### src/rtl/mem_stage.sv
`timescale 1ns / 1ps
`default_nettype none
// ============================================================================
//  Module   : mem_stage
//  Purpose  : Memory-access stage of the 16-bit pipeline. It sits between the
//             EX/MEM and MEM/WB pipeline registers, issues loads/stores over a
//             req/ack handshake, stalls upstream until the access completes,
//             and forwards the writeback control/data set to MEM/WB. A bubble
//             is emitted on every stall cycle.
//  Ports    : clk, rst_n (sync, active low)
//             EX/MEM side : valid_in, MemRead_in, MemWrite_in, RegWrite_in,
//                           ret_in, mem_to_reg_in, HALT_in, reg_rd_in,
//                           alu_result_in, store_data_in
//             Pipeline    : stall_out
//             Memory side : mem_req, mem_we, mem_addr, mem_wdata,
//                           mem_rdata, mem_ack, mem_err (sticky timeout)
//             MEM/WB side : RegWrite_out, ret_out, mem_to_reg_out, HALT_out,
//                           reg_rd_out, mem_read_data_out, alu_result_out
//             Perf        : stall_cycles, mem_ops
//  Config   : define MEM_STAGE_PERF_EN to build the saturating performance
//             counters; otherwise both counter ports are tied to zero.
//  Revision : 1.0 - initial release
// ============================================================================
module mem_stage #(
    parameter int          TIMEOUT  = 64,
    parameter logic [15:0] ERR_DATA = 16'hDEAD
) (
    input  logic        clk,
    input  logic        rst_n,
    input  logic        valid_in,
    input  logic        MemRead_in,
    input  logic        MemWrite_in,
    input  logic        RegWrite_in,
    input  logic        ret_in,
    input  logic        mem_to_reg_in,
    input  logic        HALT_in,
    input  logic [3:0]  reg_rd_in,
    input  logic [15:0] alu_result_in,
    input  logic [15:0] store_data_in,
    output logic        stall_out,
    output logic        mem_req,
    output logic        mem_we,
    output logic [15:0] mem_addr,
    output logic [15:0] mem_wdata,
    input  logic [15:0] mem_rdata,
    input  logic        mem_ack,
    output logic        mem_err,
    output logic        RegWrite_out,
    output logic        ret_out,
    output logic        mem_to_reg_out,
    output logic        HALT_out,
    output logic [3:0]  reg_rd_out,
    output logic [15:0] mem_read_data_out,
    output logic [15:0] alu_result_out,
    output logic [15:0] stall_cycles,
    output logic [15:0] mem_ops
);

    typedef enum logic [1:0] {
        S_IDLE = 2'd0,
        S_WAIT = 2'd1,
        S_DONE = 2'd2
    } state_t;

    // Last WAIT count value before the access is forced to complete.
    localparam logic [7:0] c_timeout_last = 8'(TIMEOUT - 1);

    state_t      r_state;
    logic [7:0]  r_cnt;
    logic [15:0] r_rdata;
    logic        r_err;
    logic        r_we;
    logic [15:0] r_addr;
    logic [15:0] r_wdata;

    logic w_live;
    logic w_stall;
    logic w_timeout;

    assign w_live    = valid_in && (MemRead_in || MemWrite_in);
    // Combinational so the upstream registers freeze in this same cycle.
    assign w_stall   = ((r_state == S_IDLE) && w_live) || (r_state == S_WAIT);
    assign w_timeout = (r_cnt == c_timeout_last);

    always_ff @(posedge clk) begin
        if (!rst_n) begin
            r_state <= S_IDLE;
            r_cnt   <= 8'd0;
            r_rdata <= 16'h0000;
            r_err   <= 1'b0;
            r_we    <= 1'b0;
            r_addr  <= 16'h0000;
            r_wdata <= 16'h0000;
        end else begin
            case (r_state)
                S_IDLE: begin
                    if (w_live) begin
                        // Both strobes high is a load, so write only if pure store.
                        r_we    <= MemWrite_in && !MemRead_in;
                        r_addr  <= alu_result_in;
                        r_wdata <= store_data_in;
                        r_cnt   <= 8'd0;
                        r_state <= S_WAIT;
                    end
                end
                S_WAIT: begin
                    r_cnt <= r_cnt + 8'd1;
                    // An ack arriving on the last allowed cycle still wins.
                    if (mem_ack) begin
                        r_rdata <= mem_rdata;
                        r_state <= S_DONE;
                    end else if (w_timeout) begin
                        r_rdata <= ERR_DATA;
                        r_err   <= 1'b1;
                        r_state <= S_DONE;
                    end
                end
                S_DONE: begin
                    r_state <= S_IDLE;
                end
                default: begin
                    r_state <= S_IDLE;
                end
            endcase
        end
    end

    assign stall_out = w_stall;
    assign mem_req   = (r_state == S_WAIT);
    assign mem_we    = r_we;
    assign mem_addr  = r_addr;
    assign mem_wdata = r_wdata;
    assign mem_err   = r_err;

    always_comb begin
        RegWrite_out      = RegWrite_in;
        ret_out           = ret_in;
        mem_to_reg_out    = mem_to_reg_in;
        HALT_out          = HALT_in;
        reg_rd_out        = reg_rd_in;
        alu_result_out    = alu_result_in;
        mem_read_data_out = 16'h0000;
        if (w_stall) begin
            RegWrite_out   = 1'b0;
            ret_out        = 1'b0;
            mem_to_reg_out = 1'b0;
            HALT_out       = 1'b0;
        end
        // Stores present zero read data even though r_rdata may hold ERR_DATA.
        if ((r_state == S_DONE) && !r_we) begin
            mem_read_data_out = r_rdata;
        end
    end

`ifdef MEM_STAGE_PERF_EN
    logic [15:0] r_stall_cycles;
    logic [15:0] r_mem_ops;
    logic        w_enter_done;

    assign w_enter_done = (r_state == S_WAIT) && (mem_ack || w_timeout);

    always_ff @(posedge clk) begin
        if (!rst_n) begin
            r_stall_cycles <= 16'h0000;
            r_mem_ops      <= 16'h0000;
        end else begin
            if (w_stall && (r_stall_cycles != 16'hFFFF)) begin
                r_stall_cycles <= r_stall_cycles + 16'd1;
            end
            if (w_enter_done && (r_mem_ops != 16'hFFFF)) begin
                r_mem_ops <= r_mem_ops + 16'd1;
            end
        end
    end

    assign stall_cycles = r_stall_cycles;
    assign mem_ops      = r_mem_ops;
`else
    assign stall_cycles = 16'h0000;
    assign mem_ops      = 16'h0000;
`endif

endmodule
`default_nettype wire

### config.mk
export PLATFORM = sky130hd
export DESIGN_NAME = mem_stage
export DESIGN_NICKNAME = d
export VERILOG_FILES = /design/src/rtl/mem_stage.sv
export SDC_FILE = /design/constraint.sdc
export NUM_CORES = 1
export LEC_CHECK = 0
export ABC_CLOCK_PERIOD_IN_PS = 2160
export CORE_UTILIZATION = 43
export DETAILED_ROUTE_END_ITERATION = 6
export GPL_ROUTABILITY_DRIVEN = 1
export PLACE_DENSITY = 0.87
export SKIP_LAST_GASP = 1
export SLEW_MARGIN = 20
export SYNTH_ARGS = -nofsm -noshare
export SYNTH_HDL_FRONTEND = slang
export SYNTH_SLANG_ARGS = --single-unit
### constraint.sdc
create_clock -name clk -period 2.16 [get_ports clk]
set_input_delay 0.216 -clock clk [delete_from_list [all_inputs] [get_ports clk]]
set_output_delay 0.216 -clock clk [all_outputs]
set_load 0.02 [all_outputs]
==> run summary <==
Top cells by area, synth - dfxtp_1, buf_4, a21oi_1
Post-Syn Area per Cell - 8.29 µm²
Post-Route WL - 8440 µm
All-Layer GR Usage - 21.2%
Antenna violations before repair - 0
Core box area - 6940 µm²
Most frequent cells in the layout - clkdlybuf4s50_1, dfxtp_1, a21oi_1, nand3_1, conb_1
Root Driver - clkbuf_8
Worst EP required - 1940 ps
Crit path DAT - 1840 ps
Min-Delay Path Class - in -> out
Largest delay share family, worst path - buffers and inverters
Remaining DRCs - 0
CTS tree - done
Worst setup SP type - input pin
First-pass DRT Iterations - 4
CP Max Fanout - 8
Outcome - complete, no violations
Yosys Warn Count - 0
Slowest-stage cell, CP - clkdlybuf4s50_1
First-pass GRT wire length - 12,900 µm
Worst slew pin tran - 610 ps
DR vias - 3,096
Crit path kind - in -> out
Max-cap violations - 0
Largest net degree at the start of global routing - 43
Wire length per cell - 14.4 µm
DIE AREA - 7710 µm²
GPL Wtd Cong - 0.842
Sequential-to-total area share from yosys stat - 37.9%
# fillers - 590
Setup TNS - 0 ps
Layout cell share with drive strength beyond 1 - 7.76%
Crit. End Element - output pin
Crit share post-route - 95.1%
Slew Limit Headroom - 59.3%
Worst-skew pair later-pin latency - 330 ps
Gate Count Post-Synth - 382
Post-route cell area - 4480 µm²
RSZ-0062 raised after global routing - false
Yosys reg bits - 60
Min cycle time layout - 2050 ps
I/O pins - 170
Worst path cell trace - clkdlybuf4s50_1 -> o21ai_0 -> a21oi_1 -> buf_4 -> nor2b_1 -> clkdlybuf4s50_1
Distinct cell type count after synthesis - 46
Number of global-route vias before repair - 2,824
Critical path's most frequent cell - clkdlybuf4s50_1
Port Buffers - 129
Max frequency - 487 MHz
Final setup violation count - 0
Vias/cell - 5.28
CP max stage delay - 620 ps
Post-Syn Area - 3170 µm²
Synth top area share - 37.9%
# Post-CTS Setup Buffers - 0
Most common cell after layout, fill and taps aside - clkdlybuf4s50_1
Clk_skew - 9.28 ps
Inst Count DP - 570
Row Count - 30
Antenna Cells - 0
Clock Sinks - 60
DP HPWL - 6120 µm
Leak pwr - 0.00169 µW
Nets - 548
Placed instance area - 4280 µm²
Slew Viols, Final - 0
Area growth syn-to-layout - 41.6%
Buf/Inv on CP - 3
Die Wd - 87.8 µm
Power Density - 654 nW/µm²
H-tree Lvls - 3
Post-route antenna net violation count - 0
Total grt overflow - 0
Dominant cell type by area after synthesis - dfxtp_1
Num CTS Buffers - 9
Iter 0 DRT Violations - 104
Hold Buf Count CTS - 0
Hold slack - 432 ps
Peak supply drop - 426 µV
Final Hold Viols - 0
Longest Clk Path Bufs - 2
Fin cells - 586
Starting Density - 45.6%
Die Span Y - 87.8 µm
[flip-flops by register name (all words and copies together) (netlist names)]
| signal | cells |
|---|---|
| mem_addr | 16 |
| mem_wdata | 16 |
| r_rdata | 16 |
| r_cnt | 8 |
| r_state | 2 |
| mem_err | 1 |
| mem_we | 1 |
[layer usage]
layer  track usage, %  vias to the layer above  share of wire [%]
li1                 -                     1489                  -
met5                0                        -                  0
met3             3.39                       12                6.8
met2             40.1                      131                 53
met4             7.45                        0                1.1
met1             24.0                     1464                 39
[worst paths after layout]
check / startpoint / end / slack (ps) / depth (start not counted)
max: MemWrite_in / HALT_out / 110 / 6
min: reg_rd_in[2] / reg_rd_out[2] / 430 / 0
max reg2reg: r_cnt[0]$_SDFFE_PN0P_ / r_rdata[15]$_SDFFE_PN0P_ / 540 / 4
min reg2reg: mem_err$_SDFFE_PN0P_ / mem_err$_SDFFE_PN0P_ / 470 / 1
[synth_stat cells, drive strengths merged]
| cell type | instances |
|---|---|
| buf | 69 |
| dfxtp | 60 |
| a21oi | 37 |
| nand3 | 37 |
| o21ai | 35 |
| and2 | 17 |
| a211oi | 16 |
| clkbuf | 15 |
| nor2 | 13 |
| nor3b | 13 |
| nor4 | 12 |
| nand2b | 6 |
| a31oi | 5 |
| inv | 5 |
| o31ai | 5 |
| nand2 | 4 |
| nor2b | 4 |
| o221ai | 3 |
| or3 | 3 |
| and3 | 2 |
| mux2i | 2 |
| nand4b | 2 |
| o211ai | 2 |
| a21o | 1 |
| a311oi | 1 |
| and4bb | 1 |
| conb | 1 |
| ha | 1 |
| nand4 | 1 |
| nand4bb | 1 |
| nor3 | 1 |
| o21a | 1 |
| o22ai | 1 |
| o32ai | 1 |
| o41ai | 1 |
| or2 | 1 |
| or3b | 1 |
| or4 | 1 |
[layout make-up]
type / count / area (µm²) / share of cell area [%]
Multi-Input combinational cell: 264 / 1510 / 33.6
Inverter: 5 / 18.8 / 0.419
Clock buffer: 11 / 141 / 3.15
Clock inverter: 5 / 75.1 / 1.68
Sequential cell: 60 / 1200 / 26.8
Tap cell: 96 / 120 / 2.68
Timing Repair Buffer: 145 / 1420 / 31.6
[kinds of logic (layout without fill, tap and decap cells)]
| family | Yosys count | after routing | synth area share (%) |
|---|---|---|---|
| AO/OA/AOI/OAI | 109 | 109 | 20.4 |
| adder cells (fa/ha/maj) | 1 | 1 | 0.395 |
| buffers and inverters | 89 | 166 | 18.3 |
| flip-flops | 60 | 60 | 37.9 |
| multiplexers | 2 | 2 | 0.632 |
| other | 1 | 32 | 0.118 |
| AND/OR/NAND/NOR | 120 | 120 | 22.3 |
[metrics by stage]
step,setup slack (ps),power [µW],util (%)
floorplan,656,1630,-
global placement,159,1840,61.7
detailed placement,93.4,1860,61.7
CTS,58.7,2960,64.5
global route,1.41,3070,64.5
finish,107,2930,64.5
[report_power, final]
part,internal (µW),switching [µW],total [µW]
clock network,675,421,1100
logic,293,346,640
registers,1160,33.8,1200
total,2130,801,2930
[what timing repair did]
item | 4_1_cts | 5_1_grt
setup endpoints to repair | 16 | 4
gates cloned | 0 | 0
resized for setup | 16 | 1
Note: power is estimated with default switching activity, not from simulation.
